--- src/rtl/ahb_lite_master_pkg.sv ---
// Shared AHB-Lite encodings and the A-slot state type for ahb_lite_master.
// The optional overlap of address and data phases is enabled by AHB_MASTER_PIPELINE_EN.
`ifndef AHB_LITE_MASTER_PKG_SV
`define AHB_LITE_MASTER_PKG_SV

`define AHB_TRANS_BITS   2
`define AHB_RESP_BITS    1
`define AHB_TRANS_IDLE   2'b00
`define AHB_TRANS_NONSEQ 2'b10
`define AHB_TRANS_SEQ    2'b11
`define AHB_RESP_OKAY    1'b0
`define AHB_RESP_ERROR   1'b1
`define AHB_BURST_SINGLE 3'b000
`define AHB_SIZE_WORD    3'b010

package ahb_lite_master_pkg;

  // HELD: the command was cancelled by an ERROR and waits to be reissued.
  typedef enum logic [1:0] {
    A_EMPTY  = 2'd0,
    A_ACTIVE = 2'd1,
    A_HELD   = 2'd2
  } aslot_e;

  function automatic logic resp_is_err(input logic [`AHB_RESP_BITS-1:0] resp);
    return resp == `AHB_RESP_ERROR;
  endfunction

endpackage

`endif

--- src/rtl/ahb_lite_master.sv ---
// Single-initiator AHB-Lite master: valid/ready commands in, SINGLE transfers out, one response each.
// Define AHB_MASTER_PIPELINE_EN to let an address phase overlap the previous data phase.
module ahb_lite_master
  import ahb_lite_master_pkg::*;
#(
  parameter int ADDR_W = 32,
  parameter int DATA_W = 32
) (
  input  logic                       HCLK,
  input  logic                       HRESETn,
  input  logic                       cmd_valid,
  output logic                       cmd_ready,
  input  logic                       cmd_write,
  input  logic [ADDR_W-1:0]          cmd_addr,
  input  logic [2:0]                 cmd_size,
  input  logic [DATA_W-1:0]          cmd_wdata,
  output logic                       rsp_valid,
  output logic                       rsp_err,
  output logic [DATA_W-1:0]          rsp_rdata,
  output logic [ADDR_W-1:0]          HADDR,
  output logic [`AHB_TRANS_BITS-1:0] HTRANS,
  output logic                       HWRITE,
  output logic [2:0]                 HSIZE,
  output logic [2:0]                 HBURST,
  output logic [DATA_W-1:0]          HWDATA,
  input  logic                       HREADY,
  input  logic [`AHB_RESP_BITS-1:0]  HRESP,
  input  logic [DATA_W-1:0]          HRDATA
);

  aslot_e              a_state_p0;
  aslot_e              a_state_nxt;
  logic [DATA_W-1:0]   a_wdata_p0;
  logic                vld_p1;
  logic                d_write_p1;
  logic                a_active;
  logic                a_done;
  logic                d_done;
  logic                d_err;
  logic                cmd_fire;

  assign a_active = (a_state_p0 == A_ACTIVE);
  assign a_done   = a_active && HREADY;
  assign d_done   = vld_p1 && HREADY;
  assign d_err    = resp_is_err(HRESP);

`ifdef AHB_MASTER_PIPELINE_EN
  assign cmd_ready = HRESETn && ((a_state_p0 == A_EMPTY) || a_done);
`else
  assign cmd_ready = HRESETn && (a_state_p0 == A_EMPTY) && !vld_p1;
`endif

  assign cmd_fire = cmd_valid && cmd_ready;
  assign HTRANS   = a_active ? `AHB_TRANS_NONSEQ : `AHB_TRANS_IDLE;
  assign HBURST   = `AHB_BURST_SINGLE;

  always_comb begin
    a_state_nxt = a_state_p0;
    case (a_state_p0)
      A_EMPTY: begin
        if (cmd_fire) a_state_nxt = A_ACTIVE;
      end
      A_ACTIVE: begin
        if (a_done) begin
          a_state_nxt = cmd_fire ? A_ACTIVE : A_EMPTY;
        end
`ifdef AHB_MASTER_PIPELINE_EN
        else if (vld_p1 && d_err) begin
          a_state_nxt = A_HELD;
        end
`endif
      end
`ifdef AHB_MASTER_PIPELINE_EN
      A_HELD: begin
        if (d_done) a_state_nxt = A_ACTIVE;
      end
`endif
      default: a_state_nxt = A_EMPTY;
    endcase
  end

  always_ff @(posedge HCLK or negedge HRESETn) begin
    if (!HRESETn) a_state_p0 <= A_EMPTY;
    else          a_state_p0 <= a_state_nxt;
  end

  // p0: address-phase slot, loaded on accept
  always_ff @(posedge HCLK or negedge HRESETn) begin
    if (!HRESETn) begin
      HADDR  <= '0;
      HWRITE <= 1'b0;
      HSIZE  <= 3'd0;
    end else if (cmd_fire) begin
      HADDR  <= cmd_addr;
      HWRITE <= cmd_write;
      HSIZE  <= cmd_size;
    end
  end

  always_ff @(posedge HCLK) begin
    if (cmd_fire) a_wdata_p0 <= cmd_wdata;
    if (a_done)   d_write_p1 <= HWRITE;
  end

  // p1: data-phase slot, filled when the address phase completes
  always_ff @(posedge HCLK or negedge HRESETn) begin
    if (!HRESETn) begin
      vld_p1 <= 1'b0;
      HWDATA <= '0;
    end else if (a_done) begin
      vld_p1 <= 1'b1;
      HWDATA <= HWRITE ? a_wdata_p0 : '0;
    end else if (d_done) begin
      vld_p1 <= 1'b0;
    end
  end

  // p2: one-cycle response pulse
  always_ff @(posedge HCLK or negedge HRESETn) begin
    if (!HRESETn) begin
      rsp_valid <= 1'b0;
      rsp_err   <= 1'b0;
      rsp_rdata <= '0;
    end else begin
      rsp_valid <= d_done;
      rsp_err   <= d_done && d_err;
      rsp_rdata <= (d_done && !d_err && !d_write_p1) ? HRDATA : '0;
    end
  end

endmodule

--- config.mk ---
export PLATFORM = sky130hd
export DESIGN_NAME = ahb_lite_master
export DESIGN_NICKNAME = d
export VERILOG_FILES = /design/src/rtl/ahb_lite_master_pkg.sv /design/src/rtl/ahb_lite_master.sv
export SDC_FILE = /design/constraint.sdc
export NUM_CORES = 1
export LEC_CHECK = 0
export CAP_MARGIN = 25
export CORE_UTILIZATION = 45
export CTS_BUF_LIST = sky130_fd_sc_hd__clkbuf_16
export CTS_CLUSTER_DIAMETER = 30
export DETAILED_ROUTE_END_ITERATION = 8
export PLACE_DENSITY = 0.85
export SLEW_MARGIN = 20
export SYNTH_ARGS = -nofsm -noshare
export SYNTH_HDL_FRONTEND = slang
export SYNTH_SLANG_ARGS = --single-unit
--- constraint.sdc ---
create_clock -name HCLK -period 3.1 [get_ports HCLK]
set_input_delay 0.775 -clock HCLK [delete_from_list [all_inputs] [get_ports HCLK]]
set_output_delay 0.775 -clock HCLK [all_outputs]
set_load 0.05 [all_outputs]
Word-level counts from Yosys, hierarchy flattened
Index checks and enable logic that the tools add are counted.
{"block": "word_totals", "wordCells": 37, "mem_count": 0, "romBits": 0, "input_bits": 105, "out_inout_bits": 108, "register_bits": 138, "latch_bits": 0, "ram_bits": 0}
{"block": "classes", "n_mul": 0, "eq_ne": 3, "mux": 9, "order_cmp": 0, "div": 0, "shift": 0, "n_reduce_logical": 14, "addsub": 0, "n_bitwise": 0}
{"cell": "two-way mux 32 bit", "count": 2}
{"cell": "logical AND 1 bit", "count": 8}
{"cell": "two-way mux 2 bit", "count": 3}
{"cell": "case mux 2 bit (2 select lines)", "count": 1}
{"cell": "zero test 1 bit", "count": 3}
{"cell": "two-way mux 1 bit", "count": 3}
{"cell": "== test 2 x 1 -> 1 bit, second input constant", "count": 1}
{"cell": "zero test 2 bit", "count": 1}
{"cell": "!= test 2 x 1 -> 1 bit, second input constant", "count": 1}
{"cell": "!= test 2 bit, second input constant", "count": 1}
{"cell": "AND reduction 2 bit", "count": 1}
{"cell": "nonzero test 2 bit", "count": 1}

Depth between registers and ports, before layout
Gate-level depths: netlist of run 1.
{"block": "depth", "ltp_word": 7, "ltp_mapped": 5, "ltp_nobuf": 2}

Worst setup path after synthesis of run 1
OpenSTA, ideal clock, no wires.
{"block": "synth_timing", "kind": "input-to-output", "startpoint": "input port HRESETn", "endpoint": "output port cmd_ready", "path_buffers": 0, "setup_slack_ps": 404, "arrival_ps": 1921, "path_stages": 1, "cell_sequence": "nor3b_1"}
{"block": "synth_via", "elab_chain_len": 2}
{"element": "start: declaration", "line": "ahb_lite_master.sv:10", "source": "input logic HRESETn,"}
{"element": "logical AND 1 bit (2 in a row)", "line": "ahb_lite_master.sv:50", "source": "assign cmd_ready = HRESETn && (a_state_p0 == A_EMPTY) && !vld_p1;"}
{"element": "end: declaration", "line": "ahb_lite_master.sv:12", "source": "output logic cmd_ready,"}
Every way passes these cells.

Final worst setup path of run 1
{"block": "layout_timing", "startpoint": "register a_state_p0[0]", "endpoint": "output port cmd_ready"}
{"block": "layout_via", "elab_chain_len": 3}
{"element": "start: declaration", "line": "ahb_lite_master.sv:31", "source": "aslot_e a_state_p0;"}
{"element": "start signal: assignment", "line": "ahb_lite_master.sv:84", "source": "else a_state_p0 <= a_state_nxt;"}
{"element": "zero test 2 bit", "line": "ahb_lite_master.sv:50"}
{"element": "logical AND 1 bit (2 in a row)", "line": "ahb_lite_master.sv:50"}
Every way passes these cells.

==> results of run 1 <==
## area by class of cell
type                    instances  share of cell area
flip-flops and latches        137               0.467
clock inverters                15              0.0210
well taps                     136              0.0221
inverters                      33              0.0161
clock buffers                  17              0.0552
repair buffers                217               0.281
multi-input cells             145               0.138
## worst max-delay path by stage
stage / depth (start not counted) / slack, ps / end / start
3_3_place_gp: 3 / 650 / rsp_rdata[11] / HREADY
2_1_floorplan: 1 / 400 / cmd_ready / HRESETn
5_1_grt: 2 / 440 / cmd_ready / a_state_p0[0]
3_5_place_dp: 3 / 580 / rsp_rdata[11] / HREADY
4_1_cts: 2 / 520 / cmd_ready / a_state_p0[0]
6_report: 2 / 550 / cmd_ready / a_state_p0[0]
## routing by layer
layer / up-vias / track usage / part of all wire
met2: 177 / 0.381 / 0.51
met3: 24 / 0.0748 / 0.081
met4: 0 / 0.0988 / 0.027
met5: - / 0 / 0
met1: 1663 / 0.243 / 0.38
li1: 1576 / - / -
## kinds of logic after synthesis
logic type	share of synthesized area
and+or+nand+nor	0.0949
DFF	0.729
muxes	0.0823
other	0.000761
AOI/OAI and AO/OA	0.0355
buffers and inverters	0.0574
## stage by stage
step / worst slack, ps / std cells / hold slack, ps
floorplan: 404 / 343 / 469
global placement: 648 / 668 / 469
detailed placement: 576 / 668 / 474
CTS: 520 / 700 / 209
global route: 440 / 700 / 207
finish: 545 / 700 / 216
## worst max-delay path: stages, from the launching register on
cell and delay (ps):
dfrtp_1 690, nor3b_1 490, buf_12 190
## Yosys cell counts, types with 4 or more instances
master and instances:
buf_4 6, dfrtp_1 104, mux2_1 20, mux2_2 16, clkbuf_1 17, edfxtp_1 33, inv_1 33, and2_1 33
o21ai_0 32, nand4_1 32, buf_6 4
## cell usage in the layout (no fill, tap or decap), types with 2 or more instances in the layout
cell type	synthesis	final
a21o_1	2	2
and2_1	33	33
and3_1	2	2
buf_12	0	2
buf_4	6	11
bufinv_16	0	3
clkbuf_16	0	17
clkdlybuf4s50_1	0	204
clkinv_2	0	4
clkinv_4	0	2
clkinvlp_4	0	3
conb_1	1	4
dfrtp_1	104	104
edfxtp_1	33	33
inv_1	33	35
mux2_1	20	20
mux2_2	16	16
nand4_1	32	32
o21ai_0	32	32
## sequential cells by signal, indices dropped and copies added, names as in the netlist
name / flops
rsp_rdata: 32
rsp_valid: 1
HSIZE: 3
a_wdata_p0: 32
HADDR: 32
HWDATA: 32
vld_p1: 1
d_write_p1: 1
a_state_p0: 1
rsp_err: 1
HWRITE: 1
## report_power, final
group,internal (W),switching [W],leakage [nW]
Clock,0.00125,0.000718,0.288
Sequential,0.00219,0.000197,1.64
Combinational,0.000815,0.00155,1.30
Total,0.00426,0.00247,3.23
==> flow_summary.ini, run 1 <==
[sta]
skew_ps = 13.5
tns_ps = 0
hold_viol = 0
period_share = 0.824
maxSlewHeadroom = 0.440
rsz0062_at_grt = no
post-route-min-period_ps = 2550
setup_viol = 0
timing.fmax_ghz = 0.391
slew_viol_final = 0
tightest_slew_ps = 840

[yosys]
synth-seq-area-share = 0.729
syn_area_per_cell_um2 = 14.5
yosysWarningCount = 0
yosysTopAreaCell = dfrtp_1
ys_ff_latch = 137
synthesis.area_um2 = 4930
synthArstFlopShare = 0.759
synth-edff-count = 33
synthFlopType = dfrtp_1
synth_top_area_share = 0.528
postSynthCellCount = 340
synth_area_leaders = dfrtp_1 53%, edfxtp_1 20%, mux2_1 4.6%, and2_1 4.2%, nand4_1 4.1%
ys_types = 19

[critical_path]
critPathKind = reg2out
worstReg2RegStart = a_state_p0[0]
reg2reg_to = HADDR[14]
crit_path_start_kind = register
reg2reg_depth = 3
ff2ff_setup_slack_ps = 1070
critical_path_required_ps = 2320
end_kind = output pin
crit_fanout = 21
crit_arrival_ps = 1780

[drt]
drcViolationCount = 0
vias = 3440
first_pass_iters = 4
wirelength_mm = 12.0
drt_iter0_markers = 120
routedWlPerCell_um = 17.1
antenna_left = 0
vias_per_cell = 4.91

[power]
p_per_area_nw_per_um2 = 873
leakage_nw = 3.23
ir_drop_mv = 0.577
p_total_w = 0.00673

[clock_network]
cts_resized = 0
htreeDepth = 4
numClockSinks = 137
ctsHoldBuffers = 0
cts_tree = yes
clkTransAtPathRegs_ps = 60
clk_path_buf_depth = 2
clkLatencyLatePin_ps = 410
cts_buffers = 17
cts-root-buf = clkbuf_16
cts_setup_buffers = 0

[layout]
fin_area_um2 = 7700
fillerInstances = 712
final-seq-area_um2 = 3590
drive_gt1_frac = 0.106
layout.nets = 656
antenna_cells = 0
multi_input_area_um2 = 1060
area_growth_pct = 56.3
fin_util = 0.736

[grt]
grt_pass1_vias = 3660
grt_antenna_before_repair = 0
grt.total_usage = 0.220
grt_max_degree = 53
overflow = 0
grt_pass1_wl_mm = 18.5

[run_status]
status = finished, final reports clean

[floorplan]
die_y_um = 107
ioPinCount = 213
core_area_um2 = 10500
start_util = 0.471
die_x_um = 107
rows = 37
die-area_um2 = 11400

[placement]
postPlaceCellArea_um2 = 7120
place.port_buffers = 208
dp_hpwl_mm = 8.38
gp_congestion = 0.724

[hold_path]
hold_class = in2async

[run]
maxCapViolations = 0
(Power assumes the default switching activity.)
==> run 2: changes to the inputs <==
--- a/config.mk
+++ b/config.mk
@@ -6,11 +6,11 @@
 export NUM_CORES = 1
 export LEC_CHECK = 0
 export CAP_MARGIN = 25
-export CORE_UTILIZATION = 45
+export CORE_UTILIZATION = 38
 export CTS_BUF_LIST = sky130_fd_sc_hd__clkbuf_16
 export CTS_CLUSTER_DIAMETER = 30
 export DETAILED_ROUTE_END_ITERATION = 8
-export PLACE_DENSITY = 0.85
+export PLACE_DENSITY = 0.76
 export SLEW_MARGIN = 20
 export SYNTH_ARGS = -nofsm -noshare
 export SYNTH_HDL_FRONTEND = slang
==> constraint.sdc (replaced) <==
create_clock -name HCLK -period 2.33 [get_ports HCLK]
set_input_delay 0.5825 -clock HCLK [delete_from_list [all_inputs] [get_ports HCLK]]
set_output_delay 0.5825 -clock HCLK [all_outputs]
set_load 0.05 [all_outputs]
==> run 2 against run 1 <==
First-iteration DRC count grew 5.8%. Largest power group is now combinational cells. Cell count is 5.1% higher. Non-clock buffer count did not move. Sequential share of layout area shrank 0.42 points. Largest cell class unchanged. Die area rose by 18%. Setup slack got worse by 400 ps. Critical path depth is 1 lower. Combinational power is 34% higher. Count of clock-buffer cells in the layout unchanged. Final area grew 0.91%.
==> flow_summary.ini, run 2 (same netlist as run 1, synthesis figures left out) <==
[critical_path]
crit_arrival_ps = 1610
crit_family = buffers and inverters
path_cells = clkdlybuf4s50_1
worstSetupStartpoint = HWDATA[30]
crit_fanout = 2
end_kind = output pin
reg2reg_depth = 3
reg2reg_to = HADDR[25]
crit_path_start_kind = register
path_buf_inv = 1
worstReg2RegStart = a_state_p0[0]
critical_path_required_ps = 1750
slowest_delay_ps = 820
critPathSlowestCell = clkdlybuf4s50_1
critPathKind = reg2out
ff2ff_setup_slack_ps = 630

[grt]
grt_pass1_wl_mm = 18.1
grt_pass1_vias = 3598
grt_antenna_before_repair = 0
overflow = 0
grt.total_usage = 0.184
grt_max_degree = 105

[floorplan]
core_area_um2 = 12600
die-area_um2 = 13400
die_y_um = 116
die_x_um = 116
start_util = 0.391
ioPinCount = 213
rows = 41

[clock_network]
numClockSinks = 137
htreeDepth = 4
cts_resized = 0
cts_tree = yes
cts_buffers = 17
clk_path_buf_depth = 2
cts_setup_buffers = 0
cts-root-buf = clkbuf_16
clkTransAtPathRegs_ps = 60
ctsHoldBuffers = 0
clkLatencyLatePin_ps = 410

[layout]
multi_input_area_um2 = 1070
final-seq-area_um2 = 3590
area_growth_pct = 57.7
fin_area_um2 = 7770
antenna_cells = 0
mostFrequentLayoutCell = clkdlybuf4s50_1
layout.nets = 656
final_cell_mix = 204 x clkdlybuf4s50_1, 104 x dfrtp_1, 37 x inv_1, 33 x and2_1, 33 x edfxtp_1
fillerInstances = 997
drive_gt1_frac = 0.101
fin_cells = 736
fin_util = 0.616

[placement]
dp_hpwl_mm = 7.88
gp_congestion = 0.725
place.port_buffers = 208
dp.cells = 704
postPlaceCellArea_um2 = 7200

[sta]
tightest_slew_ps = 571
period_share = 0.939
tns_ps = 0
timing.fmax_ghz = 0.457
slew_viol_final = 0
setup_viol = 0
post-route-min-period_ps = 2190
rsz0062_at_grt = no
skew_ps = 5.56
maxSlewHeadroom = 0.620
hold_viol = 0

[drt]
drcViolationCount = 0
first_pass_iters = 4
wirelength_mm = 11.6
vias = 3437
drt_iter0_markers = 127
vias_per_cell = 4.67
antenna_left = 0
routedWlPerCell_um = 15.8

[power]
p_total_w = 0.00890
ir_drop_mv = 0.588
leakage_nw = 3.25
p_per_area_nw_per_um2 = 1150

[hold_path]
hold_class = in2async

[run_status]
status = finished, final reports clean

[run]
maxCapViolations = 0
## run 2: changes by cell type in the layout (fill, tap and decap cells not counted)
cell	previous run	this run
clkinvlp_4	3	1
buf_12	2	5
nor3b_2	0	1
inv_1	35	37
clkinv_4	2	0
clkinv_1	1	3
nor3b_1	1	0
buf_4	11	8
## run 2: how the worst max path moves through the flow
stage                       endpoint  cells after the start  slack [ps]
after global placement     HADDR[25]                      4          70
after floorplan            cmd_ready                      3         350
final                     HWDATA[30]                      1         140
after global routing      HWDATA[30]                      1          80
after CTS                   HSIZE[0]                      1         110
after detailed placement   HADDR[25]                      4          50
## run 2: stage by stage
| stage | hold WS [ps] | setup WS [ps] |
|---|---|---|
| floorplan | 287 | 352 |
| global placement | 467 | 66.0 |
| detailed placement | 474 | 47.9 |
| CTS | 314 | 112 |
| global route | 333 | 80.9 |
| finish | 272 | 142 |
## run 2: where the power goes
| part | switching [W] | total (W) | internal [W] |
|---|---|---|---|
| logic | 0.00206 | 0.00317 | 0.00111 |
| clock network | 0.000929 | 0.00257 | 0.00164 |
| registers | 0.000241 | 0.00316 | 0.00292 |
## run 2: layout make-up
class,count,area share
inverter,33,0.0159
clock inverter,15,0.0185
clock buffer,17,0.0547
multi-input combinational,145,0.137
timing repair buffer,217,0.283
tap,172,0.0277
sequential,137,0.462
## run 2: layer usage
metal	routed length, um	part of all wire	vias up	GRT usage
met5	0	0	-	0
met4	276	0.024	0	0.0889
met3	827	0.071	23	0.0596
met2	6000	0.52	155	0.320
met1	4530	0.39	1682	0.205
li1	-	-	1577	-
==> run 3: changes to the inputs <==
--- a/config.mk
+++ b/config.mk
@@ -5,6 +5,7 @@
 export SDC_FILE = /design/constraint.sdc
 export NUM_CORES = 1
 export LEC_CHECK = 0
+export ABC_AREA = 1
 export CAP_MARGIN = 25
 export CORE_UTILIZATION = 38
 export CTS_BUF_LIST = sky130_fd_sc_hd__clkbuf_16
==> run 3 against run 2 <==
Register-to-register slack better by 200 ps. Die area up 2.6%. Flip-flop and latch count unchanged. Critical endpoint is now HWDATA[14]. Critical path depth did not move. Core utilization up 0.21 points. Worst hold slack got worse by 260 ps. Power down 1.0%. Global-route usage up 1.7 points. Combinational power is 8.2% lower.
==> flow_summary.ini, run 3 <==
[run_status]
status = finished, final reports clean

[critical_path]
ff2ff_setup_slack_ps = 830
worstReg2RegStart = vld_p1
path_cells = clkdlybuf4s50_1
path_buf_inv = 1
critPathSlowestCell = clkdlybuf4s50_1
end_kind = output pin
crit_fanout = 2
critical_path_required_ps = 1750
critPathKind = reg2out
crit_path_start_kind = register
crit_family = buffers and inverters
reg2reg_depth = 5
crit_arrival_ps = 1620
slowest_delay_ps = 820
reg2reg_to = HADDR[15]

[clock_network]
cts_resized = 0
clkLatencyLatePin_ps = 410
htreeDepth = 4
numClockSinks = 137
cts_tree = yes
cts_setup_buffers = 0
cts-root-buf = clkbuf_16
clkTransAtPathRegs_ps = 60
cts_buffers = 17
clk_path_buf_depth = 2
ctsHoldBuffers = 0

[drt]
met1Wirelength_mm = 5.35
wirelength_mm = 13.0
routedWlPerCell_um = 15.3
top_layer = met4
vias_per_cell = 4.63
first_pass_iters = 4
drt_iter0_markers = 258
wl_met2_mm = 6.36
wl_met3_mm = 1.09
drcViolationCount = 0
vias = 3933
antenna_left = 0

[yosys]
ys_types = 15
synth-seq-area-share = 0.711
synth_top_area_share = 0.515
ys_ff_latch = 137
synthFlopType = dfrtp_1
synth_area_leaders = dfrtp_1 51%, edfxtp_1 20%, nand2_1 10%, nand4_1 4.6%, o21ai_1 2.8%
yosysMostFrequentCell = nand2_1
yosysTopAreaCell = dfrtp_1
synth-edff-count = 33
netlist_top_cells_count = 140 x nand2_1, 104 x dfrtp_1, 37 x nand4_1
synthesis.area_um2 = 5060
postSynthCellCount = 458
syn_area_per_cell_um2 = 11.0
synthArstFlopShare = 0.759
yosysWarningCount = 0

[layout]
fillerInstances = 993
antenna_cells = 0
drive_gt1_frac = 0.0885
area_growth_pct = 56.1
final_cell_mix = 204 x clkdlybuf4s50_1, 139 x nand2_1, 104 x dfrtp_1, 37 x nand4_1
layout.nets = 770
mostFrequentLayoutCell = clkdlybuf4s50_1

[floorplan]
start_util = 0.396
die_x_um = 117
core_area_um2 = 12800
ioPinCount = 213
die_y_um = 117
rows = 41
die-area_um2 = 13800

[sta]
timing.fmax_ghz = 0.453
tns_ps = 0
rsz0062_at_grt = no
skew_ps = 4.39
post-route-min-period_ps = 2210
period_share = 0.947
tightest_slew_ps = 615
maxSlewHeadroom = 0.590
setup_viol = 0
slew_viol_final = 0
hold_viol = 0

[grt]
grt.total_usage = 0.201
grt_max_degree = 52
grt_pass1_wl_mm = 21.3
grt_pass1_vias = 4025
grt_antenna_before_repair = 0
overflow = 0

[run]
maxCapViolations = 0

[power]
ir_drop_mv = 0.638
leakage_nw = 3.59
p_total_w = 0.00881
p_per_area_nw_per_um2 = 1120

[placement]
place.port_buffers = 208
gp_congestion = 0.811
dp_hpwl_mm = 9.06

[hold_path]
hold_class = in2async
==> run 3: cell types whose count changed after synthesis, sizes merged, moves of 7 or more <==
| cell | before | now |
|---|---|---|
| mux2 | 36 | 0 |
| clkbuf | 17 | 8 |
| and2 | 33 | 0 |
| buf | 11 | 26 |
| nor2 | 1 | 35 |
| nand2 | 0 | 140 |
| inv | 33 | 40 |
==> run 3: kinds of logic (layout without fill, tap and decap cells) <==
family | after synthesis | count (layout) | synth area share
and+or+nand+nor | 212 | 212 | 0.177
buffers and inverters | 74 | 291 | 0.0735
AOI/OAI and AO/OA | 34 | 34 | 0.0381
DFF | 137 | 137 | 0.711
other | 1 | 4 | 0.000741
==> run 3: worst max path at each step <==
| stage | startpoint | endpoint | slack (ps) | cells after the start |
|---|---|---|---|---|
| floorplan | HRESETn | cmd_ready | 430 | 5 |
| global placement | cmd_valid | a_wdata_p0[30] | 450 | 4 |
| global route | HWDATA[0] | HWDATA[0] | 70 | 1 |
| finish | HWDATA[14] | HWDATA[14] | 120 | 1 |
| CTS | HWDATA[14] | HWDATA[14] | 100 | 1 |
| detailed placement | cmd_valid | a_wdata_p0[26] | 430 | 4 |
==> run 3: report_power, final <==
group          total [W]  switching (W)  internal [W]
Clock            0.00280        0.00101       0.00179
Combinational    0.00291        0.00194      0.000963
Sequential       0.00311       0.000243       0.00286
==> run 3: metrics by stage <==
| step | setup slack [ps] | hold WS [ps] | utilization | instance area [um^2] | std cells |
|---|---|---|---|---|---|
| detailed placement | 430 | 448 | 0.569 | 7270 | 818 |
| finish | 124 | 14.5 | 0.618 | 7890 | 850 |
| floorplan | 428 | 287 | - | 5070 | 461 |
| global route | 69.3 | 16.7 | 0.618 | 7890 | 850 |
| global placement | 449 | 447 | 0.569 | 7270 | 818 |
| CTS | 95.9 | 2.94 | 0.618 | 7890 | 850 |
==> run 3: final cells by class <==
type | count | area (um^2) | share of cell area
inverters | 40 | 150 | 0.0190
flip-flops and latches | 137 | 3590 | 0.455
multi-input cells | 250 | 1110 | 0.140
clock inverters | 15 | 199 | 0.0252
repair buffers | 219 | 2200 | 0.279
well taps | 172 | 215 | 0.0273
clock buffers | 17 | 425 | 0.0539
==> run 3: metal layers <==
metal / up-vias / GRT usage
met5: - / 0
met4: 0 / 0.0812
met3: 19 / 0.0666
met2: 194 / 0.327
met1: 1844 / 0.246
li1: 1876 / -
